$ cat src/rtl/uart_packet_tx.sv
// uart_packet_tx
//   UART packet transmitter for coordinate updates between boards.
//   Packs NUM_FIELDS fields of FIELD_W bits (field 0 in the MSBs) into
//   NB = ceil(NUM_FIELDS*FIELD_W/8) bytes, MSB-first, with the last byte
//   zero-padded in its LSBs. A frame is SYNC_BYTE, the payload bytes and an
//   XOR checksum of the payload bytes. Each byte goes out as 8N1, LSB first,
//   and every bit lasts BAUD_DIV = CLK_HZ/BAUD cycles. GAP_BITS idle bit
//   times follow every frame.
//   A one-deep pending slot takes updates that arrive while a frame is in
//   flight; a newer update replaces an unsent one (latest wins).
//
// Ports
//   clk_in               system clock
//   rst_in               synchronous, active-high reset
//   data_in              concatenated fields, field 0 in the MSBs
//   valid_in             one-cycle strobe: capture data_in
//   tx_out               serial line, idles high (registered)
//   busy_out             frame or gap in progress, or a payload waiting to start
//   pending_out          pending slot holds an unsent payload
//   frame_done_out       pulse in the last cycle of the checksum stop bit
//   overwrite_count_out  number of pending-slot overwrites, saturates at 255
//
// Handshake: valid_in has no ready. In IDLE with an empty slot it starts a
// frame at once; otherwise it writes the pending slot. Nothing is stalled.
module uart_packet_tx #(
  parameter int          CLK_HZ     = 65_000_000,
  parameter int          BAUD       = 115_200,
  parameter int          NUM_FIELDS = 4,
  parameter int          FIELD_W    = 12,
  parameter logic [7:0]  SYNC_BYTE  = 8'hA5,
  parameter int          GAP_BITS   = 1
) (
  input  logic                          clk_in,
  input  logic                          rst_in,
  input  logic [NUM_FIELDS*FIELD_W-1:0] data_in,
  input  logic                          valid_in,
  output logic                          tx_out,
  output logic                          busy_out,
  output logic                          pending_out,
  output logic                          frame_done_out,
  output logic [7:0]                    overwrite_count_out
);

  localparam int DW       = NUM_FIELDS * FIELD_W;
  localparam int NB       = (DW + 7) / 8;
  localparam int PW       = NB * 8;
  localparam int BAUD_DIV = CLK_HZ / BAUD;
  localparam int CW       = $clog2(BAUD_DIV);
  localparam int BCW      = $clog2(NB + 2);
  localparam logic [CW-1:0] BAUD_RELOAD = CW'(BAUD_DIV - 1);

  typedef enum logic [2:0] {
    S_IDLE,
    S_START,
    S_DATA,
    S_STOP,
    S_GAP
  } state_t;

  // Payload left-aligned in a whole number of bytes; pad bits are zero.
  function automatic logic [PW-1:0] pad_word(input logic [DW-1:0] w);
    logic [PW-1:0] r;
    r = '0;
    r[PW-1 -: DW] = w;
    return r;
  endfunction

  function automatic logic [7:0] xor_bytes(input logic [PW-1:0] w);
    logic [7:0] x;
    x = '0;
    for (int i = 0; i < NB; i++) x = x ^ w[i*8 +: 8];
    return x;
  endfunction

  state_t          state_q, state_n;
  logic [CW-1:0]   baud_q, baud_n;
  logic [2:0]      bit_q, bit_n;
  logic [BCW-1:0]  byte_q, byte_n;   // 0 = SYNC, 1..NB = payload, NB+1 = checksum
  logic [3:0]      gap_q, gap_n;
  logic [7:0]      shift_q, shift_n; // byte currently on the line, bit 0 is next out
  logic [PW-1:0]   payload_q, payload_n; // payload bytes not yet loaded, top byte next
  logic [7:0]      chk_q, chk_n;
  logic [DW-1:0]   pend_q, pend_n;
  logic            pending_q, pending_n;
  logic [7:0]      ovf_q, ovf_n;
  logic            tx_n;

  logic bit_end;
  logic last_byte;
  logic launch;       // start a new frame at this edge
  logic launch_pend;  // ... taking its payload from the pending slot
  logic frame_end;    // final bit time of the frame (stop or gap) ends now

  always_comb begin
    state_n     = state_q;
    baud_n      = baud_q;
    bit_n       = bit_q;
    byte_n      = byte_q;
    gap_n       = gap_q;
    shift_n     = shift_q;
    payload_n   = payload_q;
    chk_n       = chk_q;
    pend_n      = pend_q;
    pending_n   = pending_q;
    ovf_n       = ovf_q;
    tx_n        = 1'b1;
    launch      = 1'b0;
    launch_pend = 1'b0;
    frame_end   = 1'b0;

    bit_end   = (baud_q == '0);
    last_byte = (byte_q == BCW'(NB + 1));

    if (!bit_end) baud_n = baud_q - CW'(1);

    unique case (state_q)
      S_IDLE: begin
        if (pending_q) begin
          launch      = 1'b1;
          launch_pend = 1'b1;
        end else if (valid_in) begin
          launch = 1'b1;
        end
      end
      S_START: begin
        if (bit_end) begin
          state_n = S_DATA;
          bit_n   = '0;
          baud_n  = BAUD_RELOAD;
        end
      end
      S_DATA: begin
        if (bit_end) begin
          baud_n = BAUD_RELOAD;
          if (bit_q == 3'd7) begin
            state_n = S_STOP;
          end else begin
            bit_n   = bit_q + 3'd1;
            shift_n = shift_q >> 1;
          end
        end
      end
      S_STOP: begin
        if (bit_end) begin
          baud_n = BAUD_RELOAD;
          if (last_byte) begin
            if (GAP_BITS > 0) begin
              state_n = S_GAP;
              gap_n   = 4'(GAP_BITS - 1);
            end else begin
              frame_end = 1'b1;
            end
          end else begin
            state_n = S_START;
            byte_n  = byte_q + BCW'(1);
            if (byte_q == BCW'(NB)) begin
              shift_n = chk_q;
            end else begin
              shift_n   = payload_q[PW-1 -: 8];
              payload_n = payload_q << 8;
            end
          end
        end
      end
      S_GAP: begin
        if (bit_end) begin
          baud_n = BAUD_RELOAD;
          if (gap_q == '0) frame_end = 1'b1;
          else             gap_n     = gap_q - 4'd1;
        end
      end
      default: state_n = S_IDLE;
    endcase

    // A payload already waiting when the frame ends starts on the very next
    // cycle, so queued frames run back-to-back after the gap.
    if (frame_end) begin
      state_n = S_IDLE;
      if (pending_q) begin
        launch      = 1'b1;
        launch_pend = 1'b1;
      end
    end

    if (launch) begin
      payload_n = pad_word(launch_pend ? pend_q : data_in);
      chk_n     = xor_bytes(payload_n);
      state_n   = S_START;
      baud_n    = BAUD_RELOAD;
      bit_n     = '0;
      byte_n    = '0;
      shift_n   = SYNC_BYTE;
    end

    // Any strobe not started directly from IDLE lands in the slot. Replacing
    // an entry that is not being consumed this same cycle is an overwrite.
    if (valid_in && !(launch && !launch_pend)) begin
      pend_n    = data_in;
      pending_n = 1'b1;
      if (pending_q && !launch_pend && ovf_q != 8'hFF) ovf_n = ovf_q + 8'd1;
    end else if (launch_pend) begin
      pending_n = 1'b0;
    end

    if (state_n == S_START)     tx_n = 1'b0;
    else if (state_n == S_DATA) tx_n = shift_n[0];
    else                        tx_n = 1'b1;

    busy_out            = (state_q != S_IDLE) || pending_q;
    pending_out         = pending_q;
    frame_done_out      = (state_q == S_STOP) && last_byte && bit_end;
    overwrite_count_out = ovf_q;
  end

  always_ff @(posedge clk_in) begin
    if (rst_in) begin
      state_q   <= S_IDLE;
      baud_q    <= '0;
      bit_q     <= '0;
      byte_q    <= '0;
      gap_q     <= '0;
      shift_q   <= '0;
      payload_q <= '0;
      chk_q     <= '0;
      pend_q    <= '0;
      pending_q <= 1'b0;
      ovf_q     <= '0;
      tx_out    <= 1'b1;
    end else begin
      state_q   <= state_n;
      baud_q    <= baud_n;
      bit_q     <= bit_n;
      byte_q    <= byte_n;
      gap_q     <= gap_n;
      shift_q   <= shift_n;
      payload_q <= payload_n;
      chk_q     <= chk_n;
      pend_q    <= pend_n;
      pending_q <= pending_n;
      ovf_q     <= ovf_n;
      tx_out    <= tx_n;
    end
  end

endmodule

$ cat config.mk
export PLATFORM = sky130hd
export DESIGN_NAME = uart_packet_tx
export DESIGN_NICKNAME = d
export VERILOG_FILES = /design/src/rtl/uart_packet_tx.sv
export SDC_FILE = /design/constraint.sdc
export NUM_CORES = 1
export LEC_CHECK = 0
export BUFFER_PORTS_ARGS = -buffer_cell sky130_fd_sc_hd__buf_2
export CORE_UTILIZATION = 65
export CTS_CLUSTER_DIAMETER = 50
export DETAILED_ROUTE_END_ITERATION = 16
export PLACE_DENSITY = 0.93
export SLEW_MARGIN = 20
export SYNTH_ARGS = -nofsm -noshare
export SYNTH_HDL_FRONTEND = slang
export SYNTH_SLANG_ARGS = --single-unit
export TNS_END_PERCENT = 10
$ cat constraint.sdc
create_clock -name clk_in -period 4.9 [get_ports clk_in]
set_input_delay 0.735 -clock clk_in [delete_from_list [all_inputs] [get_ports clk_in]]
set_output_delay 0.735 -clock clk_in [all_outputs]
set_load 0.02 [all_outputs]
# == After elaboration in Yosys (flattened, before gate mapping) ==
# Index checks and enable logic that the tools add are counted.
# classes
add_sub_neg,5
muxes,50
n_reduce_logical,30
bitwise,6
n_eq_ne,24
# ops
op,n
two-way mux 48 bit,6
two-way mux 8 bit,6
two-way mux 10 bit,4
bitwise XOR 8 bit,5
two-way mux 3 bit,10
"!= test 2 bit, second input constant",9
two-way mux 1 bit,16
two-way mux 4 bit,4
one-hot mux 8 bit (2 select lines),1
AND reduction 5 bit,3
"== test 3 bit, second input constant",4
"!= test 3 bit, second input constant",4
one-hot mux 3 bit (4 select lines),1
nonzero test 2 bit,6
logical NOT 10 bit,1
"subtractor 10 x 1 -> 10 bit, second input constant",1
"== test 3 x 2 -> 1 bit, second input constant",3
"adder 8 x 1 -> 8 bit, second input constant",1
"!= test 8 bit, second input constant",1
one-hot mux 4 bit (2 select lines),1
AND reduction 4 bit,2
"adder 3 x 1 -> 3 bit, second input constant",2
"== test 3 x 1 -> 1 bit, second input constant",2
logical AND 1 bit,6
other kinds (13),16
# totals
ff_bits,145
out_inout_bits,12

# == Logic depth before layout (Yosys ltp) ==
# Gate-level depths: netlist (run 1).
# depth
word_depth,11
mapped_depth,10
ltp_nobuf,9

# == Worst setup path after synthesis (run 1) ==
# Ideal clock, no wire load.
# synth_path
path_type,reg-to-output
from,register baud_q[0]
to,output port frame_done_out
path_stages_with_launch,8
slack_ns,1.933
t_required_ns,4.165
t_arrival_ns,2.232
path_cell_list,dfxtp_1 inv_1 ha_1 or3b_2 buf_2 nor3_4 inv_1 nor3_1
# synth_via
elab_chain_cells,2
# synth_rtl
item,line_no,text
"start, declared",76,"logic [CW-1:0] baud_q, baud_n;"
"start signal, assigned",231,baud_q <= baud_n;
logical NOT 10 bit,111,bit_end = (baud_q == '0);
logical AND 1 bit,211,frame_done_out = (state_q == S_STOP) && last_byte && bit_end;
"end, declared",40,"output logic frame_done_out,"
# Every way passes these cells.

# == Final worst setup path (run 1) ==
# Same ends and word-level chain as after synthesis.

==> metrics.csv, run 1 <==
metric,value,unit
met1_usage,42.0,%
setup-tns-final,0,ns
outcome,"finished, final reports clean",
r2r_end,payload_q[26],
hold_class,reg -> reg,
drcViolationCount,0,
worstSetupPathType,reg -> out,
clkSinkCount,145,
grt_busiest_layer,met2,
endpoint_kind,primary output,
synthesis.area,7370,um^2
grt_pass1_vias,6633,
worst-r2r-setup-slack,1.32,ns
fin_crit,3.60,ns
worst_slack,1.30,ns
wl_per_cell,19.6,um
holdBufCountCts,0,
crit_fanout,10,
grt_pass1_wl,31800,um
p_per_area,452,nW/um^2
cp_common_cell,inv_1,
fillCellCount,689,
worstPathArrival,2.87,ns
crit_path_cell_trace,inv_1 -> ha_1 -> or3b_2 -> nor3_4 -> inv_1 -> nor3_1 -> buf_2,
dr.pass1.iters,5,
synth_flop_cell,dfxtp_1,
drt_iter0_drc,831,
root_buffer,clkbuf_16,
async_reset_ff_share,0,%
grt.total_usage,35.2,%
dieArea,11800,um^2
rsz0062_at_grt,no,
drt_wl_total,20400,um
diodes,0,
yosys_warnings,0,
core_area,10900,um^2
htree_levels,4,
grt_max_degree,81,
hold_start,shift_q[1],
r2r_start,baud_q[0],
worst_pin_slew,1.11,ns
yosysSeqAreaShare,39.4,%
min_to,shift_q[1],
final_util,75.8,%
syn_avg_cell_area,8.52,um^2
synth_seq_cells,145,
port_buffers,62,
cpPeakStageDelay,0.60,ns
synth_cell_type_count,57,
skew,0.00963,ns
relSlewSlack,25.5,%
layout.nets,947,
worst_setup_path_start_kind,flop,
clockBufferDepth,2,
report.final.slew_viol_count,0,
r2r_cells,8,
grtUsageMet3,8.98,%
hold_slack,0.456,ns
start_util,67.4,%
numCtsBuffers,17,
place_congestion,0.826,
cts_tree,built,
antenna_found_initial,2,
clock_latency,0.44,ns
worstHoldPathCells,2,
slowest_stage,or3b_2,
die_y,108,um
grt-ovfl-total,0,
timing.fmax,277,MHz
drtAntennaViolNets,0,
path_clk_slew,0.06,ns
vias_per_cell,6.74,
ctsResizeCount,0,
synthCells,865,
num_io_pins,63,
crit_required,4.16,ns
leakagePower,3.18,nW
setup_viol,0,
synth_fp_nets,925,
finalCritPeriodShare,73.5,%
hpwlAfterDp,11800,um
synth_edf_count,0,
vias,6999,
met2_usage,57.1,%
maxCapViolCount,0,
peakVddDrop,0.454,mV
chipWidth,108,um
fp-row-count,38,
final_layout_size_suffix_gt1_share,14.6,%
final_hold_viol_count,0,
syn_to_final_growth,12.5,%
post_cts_buffers,0,
dp_slack,1.59,ns
-- per-stage QoR --
| stage | instances | total power (W) | cell area, um^2 |
|---|---|---|---|
| 4_1_cts | 1038 | 0.00370 | 8260 |
| 5_1_grt | 1039 | 0.00387 | 8290 |
| 3_3_place_gp | 1007 | 0.00226 | 7630 |
| 3_5_place_dp | 1007 | 0.00228 | 7630 |
| 6_report | 1039 | 0.00375 | 8290 |
| 2_1_floorplan | 865 | 0.00208 | 7370 |
-- critical path: cells and delay by family (launching register included) --
kind | cells | cell delay [ns]
simple gates | 3 | 1.38
fa+ha+maj | 1 | 0.18
flops | 1 | 0.33
buf+inv | 3 | 0.54
-- kinds of logic (layout without fill, tap and decap cells) --
group | after synthesis | in the layout | share of synthesized area [%]
and+or+nand+nor | 264 | 264 | 17.2
AOI/OAI and AO/OA | 239 | 239 | 21.2
DFF | 145 | 145 | 39.4
xor gates and xnor gates | 92 | 92 | 10.9
buffers and inverters | 81 | 115 | 4.86
muxes | 35 | 35 | 4.94
adders and majority gates | 9 | 9 | 1.53
-- area by class of cell --
class | instances | area (um^2) | share of cell area [%]
multi-input combinational | 639 | 4120 | 49.7
sequential | 145 | 2900 | 35.0
clock buffer | 18 | 439 | 5.30
timing repair buffer | 72 | 408 | 4.92
clock inverter | 13 | 198 | 2.38
tap | 140 | 175 | 2.11
inverter | 12 | 45.0 | 0.543
-- worst max-delay path by stage --
stage	start	to	cells past startpoint
after floorplan	baud_q[0]	frame_done_out	7
after global placement	baud_q[0]	payload_q[28]	8
after detailed placement	baud_q[0]	payload_q[7]	8
after CTS	baud_q[0]	frame_done_out	7
after global routing	baud_q[0]	frame_done_out	7
final	baud_q[0]	frame_done_out	7
-- cell usage in the layout, fill, tap and decap left out, types with 5 or more instances in the layout --
master and instances:
a22oi_1 6, o31ai_1 6, xnor2_1 69, a31oi_1 5, clkbuf_16 17, nand2_1 118
a32oi_1 11, ha_1 9, dfxtp_1 145, a21oi_1 93, nor2_1 35, buf_4 10
or2_2 6, nand3_1 61, a22o_1 35, mux2i_1 24, inv_1 12, mux2_2 11
a221oi_1 15, xor2_1 23, o21ai_0 13, buf_2 61, o22ai_1 39
-- registers in the layout, indices dropped and copies added (netlist names) --
name / count
pend_q: 48
bit_q: 3
baud_q: 10
chk_q: 8
gap_q: 4
tx_out: 1
pending_out: 1
state_q: 3
payload_q: 48
byte_q: 3
shift_q: 8
overwrite_count_out: 8
-- where the power goes --
part	switching (W)	internal (W)	leakage, nW	total, W
clock	0.000550	0.000874	0.307	0.00142
combinational	0.000536	0.000356	1.68	0.000892
sequential	0.000115	0.00132	1.19	0.00143
-- Yosys cell counts (all sizes together) (4+ instances only) --
cell	count	area share, %
o22ai	39	3.3
nand3	61	4.1
or4	4	0.41
clkbuf	48	2.4
a22oi	6	0.61
or2	6	0.51
a21oi	93	6.3
nand2	119	6.1
nor4	6	0.88
o21ai	14	0.95
inv	12	0.61
mux2i	24	3.3
xnor2	69	8.2
buf	21	1.8
dfxtp	145	39
a32oi	11	1.3
mux2	11	1.7
o31ai	6	0.61
a22o	35	4.2
xor2	23	2.7
ha	9	1.5
a31oi	5	0.42
o211ai	5	0.58
nor2	36	1.8
nor3	5	0.65
a221oi	15	1.8
nor2b	5	0.42
-- per-layer routing --
| layer | vias to the layer above | wire length [um] |
|---|---|---|
| met5 | - | 13 |
| met4 | 2 | 885 |
| met3 | 99 | 2020 |
| met2 | 441 | 9950 |
| met1 | 3297 | 7520 |
| li1 | 3160 | - |
No activity file was read; power rests on OpenSTA's default activity.
==> run 2: changes to the inputs <==
--- a/config.mk
+++ b/config.mk
@@ -6,10 +6,10 @@
 export NUM_CORES = 1
 export LEC_CHECK = 0
 export BUFFER_PORTS_ARGS = -buffer_cell sky130_fd_sc_hd__buf_2
-export CORE_UTILIZATION = 65
+export CORE_UTILIZATION = 60
 export CTS_CLUSTER_DIAMETER = 50
 export DETAILED_ROUTE_END_ITERATION = 16
-export PLACE_DENSITY = 0.93
+export PLACE_DENSITY = 0.87
 export SLEW_MARGIN = 20
 export SYNTH_ARGS = -nofsm -noshare
 export SYNTH_HDL_FRONTEND = slang
==> constraint.sdc (replaced) <==
create_clock -name clk_in -period 3.5 [get_ports clk_in]
set_input_delay 0.525 -clock clk_in [delete_from_list [all_inputs] [get_ports clk_in]]
set_output_delay 0.525 -clock clk_in [all_outputs]
set_load 0.02 [all_outputs]
==> run 2 against run 1 <==
  * Count of clock-buffer cells in the layout up 2
  * First-iteration DRC count down 23%
  * Sequential power rose by 39%
  * Critical path depth unchanged
  * Clock power grew 20%
  * Register-to-register slack got worse by 0.53 ns
  * Core utilization decreased by 7.0 points
  * Routed wire length down 7.2%
  * Cell area down 0.35%
  * Final cell count increased by 1.4%
  * Sequential cell count unchanged
  * Setup slack lost 1.2 ns
==> metrics.csv, run 2 (synthesized netlist as in run 1, its figures left out) <==
metric,value,unit,change
outcome,"finished, final reports clean",,
worstPathArrival,2.83,ns,-0.04 ns
skew,0.00902,ns,-0.000611 ns
top_regs,"payload_q: 48 flops, pend_q: 48 flops, baud_q: 10 flops",,
slowest_stage,or3b_2,,
r2r_start,byte_q[0],,
setup_viol,0,,unchanged
peakVddDrop,0.396,mV,-13%
clockPowerShare,34.6,%,-3.4 points
htree_levels,4,,unchanged
final_layout_size_suffix_gt1_share,15.1,%,+0.53 points
worst-r2r-setup-slack,0.79,ns,-0.53 ns
crit_required,2.97,ns,-1.19 ns
report.final.slew_viol_count,0,,unchanged
p_int,0.00335,W,+32%
grt-ovfl-total,0,,unchanged
antenna_found_initial,2,,unchanged
diodes,0,,unchanged
start_util,61.4,%,-6.0 points
layout.nets,954,,+0.74%
power.switching,0.00159,W,+33%
final_hold_viol_count,0,,unchanged
maxCapViolCount,0,,unchanged
endpoint_kind,primary output,,
clockBufferDepth,2,,unchanged
vias_per_cell,6.30,,-6.4%
final_cell_mix,"dfxtp_1, nand2_1, a21oi_1",,
timing.fmax,298,MHz,
cp_common_cell,inv_1,,
dp_slack,0.644,ns,-0.947 ns
worstHoldPathCells,3,,+1
grt_pass1_vias,6114,,-7.8%
core_area,12000,um^2,+9.8%
dieArea,12700,um^2,+8.2%
drt_iter0_drc,638,,-23%
grt_max_degree,61,,-25%
vias,6644,,-5.1%
syn_to_final_growth,12.1,%,
r2r_cells,8,,unchanged
wl_per_cell,18.0,um,-8.5%
numCtsBuffers,17,,unchanged
setup-tns-final,0,ns,unchanged
leakagePower,3.17,nW,-0.25%
chipWidth,113,um,+4.0%
worst_slack,0.144,ns,-1.15 ns
clkSinkCount,145,,unchanged
placed_area,7710,um^2,+1.1%
post_cts_buffers,0,,unchanged
drcViolationCount,0,,unchanged
drt_wl_total,18900,um,-7.2%
layout_commonest_cell,dfxtp_1,,
hold_slack,0.372,ns,-0.0841 ns
dr.pass1.iters,6,,+1
die_y,113,um,+4.0%
grt_pass1_wl,30400,um,-4.2%
drtAntennaViolNets,0,,unchanged
hpwlAfterDp,11700,um,-0.96%
worst_pin_slew,0.851,ns,-0.263 ns
path_clk_slew,0.06,ns,about the same
crit_path_cell_trace,inv_1 -> ha_1 -> or3b_2 -> nor3_4 -> inv_1 -> nor3_1 -> buf_2,,
hold_class,in -> reg,,
finalCritPeriodShare,95.9,%,
fp-row-count,40,,+5.3%
path_delay_family,simple AND/OR/NAND/NOR gates,,
rsz0062_at_grt,no,,
power_frac_comb,25.2,%,+1.4 points
place_congestion,0.834,,+0.92%
min_to,pend_q[38],,
worst_setup_path_start_kind,flop,,
crit_fanout,10,,unchanged
worstSetupPathType,reg -> out,,
power,0.00495,W,+32%
cpPeakStageDelay,0.61,ns,about the same
p_per_area,599,nW/um^2,+33%
root_buffer,clkbuf_16,,
clock_latency,0.42,ns,-0.02 ns
holdBufCountCts,0,,unchanged
final_area,8260,um^2,-0.35%
hold_start,data_in[38],,
seqPwrFrac,40.2,%,+2.0 points
path_buf_inv,3,,unchanged
switching_share,32.2,%,+0.17 points
fin_crit,3.36,ns,
r2r_end,payload_q[10],,
cts_tree,built,,
relSlewSlack,42.8,%,+17 points
grt.total_usage,30.2,%,-5.0 points
port_buffers,62,,unchanged
num_io_pins,63,,unchanged
ctsResizeCount,0,,unchanged
==> run 2: cell count changes in the layout (fill, tap and decap cells not counted) <==
| cell | before | now |
|---|---|---|
| buf_12 | 0 | 1 |
| buf_16 | 1 | 0 |
| buf_4 | 10 | 17 |
| bufinv_16 | 4 | 1 |
| clkbuf_1 | 0 | 2 |
| clkinv_2 | 1 | 4 |
| clkinvlp_4 | 2 | 3 |
| inv_8 | 2 | 0 |
==> run 2: metrics by stage <==
stage | util [%] | std cells
after floorplan | - | 865
after global placement | 64.2 | 1022
after detailed placement | 64.2 | 1022
after CTS | 68.8 | 1054
after global routing | 68.8 | 1054
final | 68.8 | 1054
==> run 2: power by group through the flow <==
stage / sequential [W] / combinational, W / clock, W
2_1_floorplan: 0.00198 / 0.000927 / 0
3_3_place_gp: 0.00201 / 0.00118 / 0
3_5_place_dp: 0.00202 / 0.00121 / 0
4_1_cts: 0.00199 / 0.00123 / 0.00172
5_1_grt: 0.00201 / 0.00134 / 0.00180
6_report: 0.00199 / 0.00125 / 0.00171
==> run 2: worst reg2reg max path: stages, from the launching register on <==
cell and delay, ns:
dfxtp_1 0.33, ha_1 0.20, ha_1 0.22, or4bb_1 0.59, nor4_4 0.30, nand2_2 0.08, buf_4 0.34, mux2i_1 0.23
a221oi_1 0.31
==> run 2: metal layers <==
layer / vias to the layer above / global-route usage [%] / share of wire (%)
li1: 3165 / - / -
met1: 3115 / 38.6 / 42
met3: 54 / 6.37 / 7.6
met5: - / 0 / 0.085
met4: 2 / 13.3 / 3.4
met2: 308 / 49.3 / 47
==> run 2: area by class of cell <==
class	instances	area, um^2
multi-input combinational	639	4120
fill	891	3750
sequential	145	2900
timing repair buffer	79	453
clock buffer	20	447
tap	147	184
clock inverter	12	108
inverter	12	45.0
==> run 2: worst max path at each step <==
stage / slack, ns / from / cells past startpoint / to
6_report: 0.14 / baud_q[0] / 7 / frame_done_out
5_1_grt: 0.01 / baud_q[0] / 7 / frame_done_out
4_1_cts: 0.17 / baud_q[0] / 7 / frame_done_out
3_5_place_dp: 0.64 / baud_q[0] / 7 / frame_done_out
3_3_place_gp: 0.73 / baud_q[0] / 7 / frame_done_out
2_1_floorplan: 0.74 / baud_q[0] / 7 / frame_done_out
==> run 3: changes to the inputs <==
--- a/config.mk
+++ b/config.mk
@@ -6,11 +6,12 @@
 export NUM_CORES = 1
 export LEC_CHECK = 0
 export BUFFER_PORTS_ARGS = -buffer_cell sky130_fd_sc_hd__buf_2
+export CORE_ASPECT_RATIO = 0.75
 export CORE_UTILIZATION = 60
 export CTS_CLUSTER_DIAMETER = 50
 export DETAILED_ROUTE_END_ITERATION = 16
 export PLACE_DENSITY = 0.87
-export SLEW_MARGIN = 20
+export SLEW_MARGIN = 0
 export SYNTH_ARGS = -nofsm -noshare
 export SYNTH_HDL_FRONTEND = slang
 export SYNTH_SLANG_ARGS = --single-unit
==> run 3 against run 2 <==
  * Global-route usage increased by 2.8 points
  * Non-clock buffer count decreased by 1
  * Via count increased by 2.6%
  * Combinational power about the same
  * Hold slack got worse by 0.016 ns
  * Setup slack improved by 0.22 ns
  * Final cell count increased by 1.5%
==> metrics.csv, run 3 (synthesized netlist as in run 1, its figures left out) <==
metric,value,unit,change
place_congestion,0.899,,+7.8%
worstPathArrival,2.61,ns,-0.22 ns
port_buffers,62,,unchanged
relSlewSlack,34.5,%,-8.3 points
endpoint_kind,primary output,,
peakVddDrop,0.592,mV,+49%
placed_area,7730,um^2,+0.31%
rsz0062_at_grt,no,,
finalCritPeriodShare,89.6,%,-6.3 points
htree_levels,4,,unchanged
maxCapViolCount,0,,unchanged
drt_wl_total,20000,um,+5.9%
dp_slack,0.741,ns,+0.0964 ns
outcome,"finished, final reports clean",,
syn_to_final_growth,13.6,%,
chipWidth,130,um,+15%
layout.nets,953,,-0.10%
dieArea,12700,um^2,about the same
post_cts_buffers,0,,unchanged
crit_required,2.97,ns,about the same
leakagePower,3.21,nW,+1.4%
final_area,8370,um^2,+1.3%
grt_max_degree,82,,+34%
core_area,11800,um^2,-1.9%
layout_commonest_cell,dfxtp_1,,
final_hold_viol_count,0,,unchanged
vias_per_cell,6.37,,+1.1%
clockBufferDepth,2,,unchanged
die_y,98.0,um,-13%
clockPowerShare,37.8,%,+3.2 points
antenna_found_initial,4,,+2
grt.total_usage,33.0,%,+2.8 points
switching_share,30.6,%,-1.6 points
num_io_pins,63,,unchanged
ctsResizeCount,0,,unchanged
power_frac_comb,24.0,%,-1.2 points
wl_per_cell,18.7,um,+4.3%
report.final.slew_viol_count,0,,unchanged
hpwlAfterDp,12200,um,+4.4%
numCtsBuffers,17,,unchanged
final_cell_mix,"dfxtp_1, nand2_1, a21oi_1",,
seqPwrFrac,38.2,%,-2.0 points
start_util,62.5,%,+1.2 points
path_clk_slew,0.06,ns,about the same
setup-tns-final,0,ns,unchanged
drt_iter0_drc,772,,+21%
cts_tree,built,,
top_regs,"payload_q: 48 flops, pend_q: 48 flops, baud_q: 10 flops",,
crit_fanout,10,,unchanged
final_layout_size_suffix_gt1_share,14.9,%,-0.19 points
clkSinkCount,145,,unchanged
worst_slack,0.365,ns,+0.221 ns
setup_viol,0,,unchanged
p_per_area,626,nW/um^2,+4.5%
drtAntennaViolNets,0,,unchanged
timing.fmax,319,MHz,+7.0%
clock_latency,0.43,ns,about the same
fin_crit,3.14,ns,-0.221 ns
p_int,0.00364,W,+8.4%
skew,0.00940,ns,+0.000378 ns
hold_class,in -> reg,,
grt_pass1_vias,6513,,+6.5%
fp-row-count,34,,-15%
fillCellCount,833,,-6.5%
worstSetupPathType,reg -> out,,
grt_pass1_wl,32700,um,+7.5%
drcViolationCount,0,,unchanged
vias,6816,,+2.6%
root_buffer,clkbuf_16,,
grt-ovfl-total,0,,unchanged
power.switching,0.00161,W,+0.68%
holdBufCountCts,0,,unchanged
worst_setup_path_start_kind,flop,,
worst_pin_slew,0.974,ns,+0.123 ns
dr.pass1.iters,6,,unchanged
run 3: changes by cell type in the layout (fill, tap and decap cells not counted):
| cell | previous run | this run |
|---|---|---|
| buf_12 | 1 | 2 |
| buf_4 | 17 | 15 |
| bufinv_16 | 1 | 5 |
| clkinvlp_4 | 3 | 1 |
| diode_2 | 0 | 3 |
| inv_6 | 3 | 0 |
run 3: area by class of cell:
cell class	instances	area, um^2	area share (%)
diodes	3	7.51	0.0897
repair buffers	78	458	5.47
clock buffers	20	447	5.33
clock inverters	11	186	2.23
multi-input cells	639	4120	49.3
well taps	162	203	2.42
inverters	12	45.0	0.538
flip-flops and latches	145	2900	34.7
run 3: power groups by stage:
stage / clock, W / combinational, W / sequential, W
final: 0.00198 / 0.00126 / 0.00201
after detailed placement: 0 / 0.00121 / 0.00203
after global routing: 0.00205 / 0.00136 / 0.00202
after floorplan: 0 / 0.000927 / 0.00198
after CTS: 0.00198 / 0.00123 / 0.00200
after global placement: 0 / 0.00118 / 0.00202
run 3: final timing paths:
kind	from	endpoint	slack (ns)	depth (start not counted)
hold reg to reg	bit_q[1]	bit_q[1]	0.46	2
hold / removal	data_in[0]	pend_q[0]	0.36	3
setup reg to reg	baud_q[0]	payload_q[41]	0.57	9
setup / recovery	baud_q[0]	frame_done_out	0.36	7
run 3: stage by stage:
| stage | util (%) | instances | hold WS [ns] | total power (W) |
|---|---|---|---|---|
| 3_3_place_gp | 65.6 | 1036 | 0.440 | 0.00321 |
| 5_1_grt | 71.0 | 1068 | 0.372 | 0.00543 |
| 2_1_floorplan | - | 865 | 0.432 | 0.00291 |
| 4_1_cts | 71.0 | 1067 | 0.355 | 0.00521 |
| 6_report | 71.1 | 1070 | 0.356 | 0.00524 |
| 3_5_place_dp | 65.6 | 1036 | 0.452 | 0.00324 |
run 3: routing by layer:
layer	vias up	track usage (%)	wire [um]
li1	3162	-	-
met3	61	9.15	2070
met1	3204	43.1	8250
met2	387	51.1	9210
met4	2	14.3	496
met5	-	0	13
run 3: worst max-delay path: stages (launching register included):
cell and delay, ns:
dfxtp_1 0.34, inv_1 0.07, ha_1 0.18, or3b_2 0.60
nor3_4 0.23, inv_1 0.14, nor3_1 0.38, buf_2 0.24
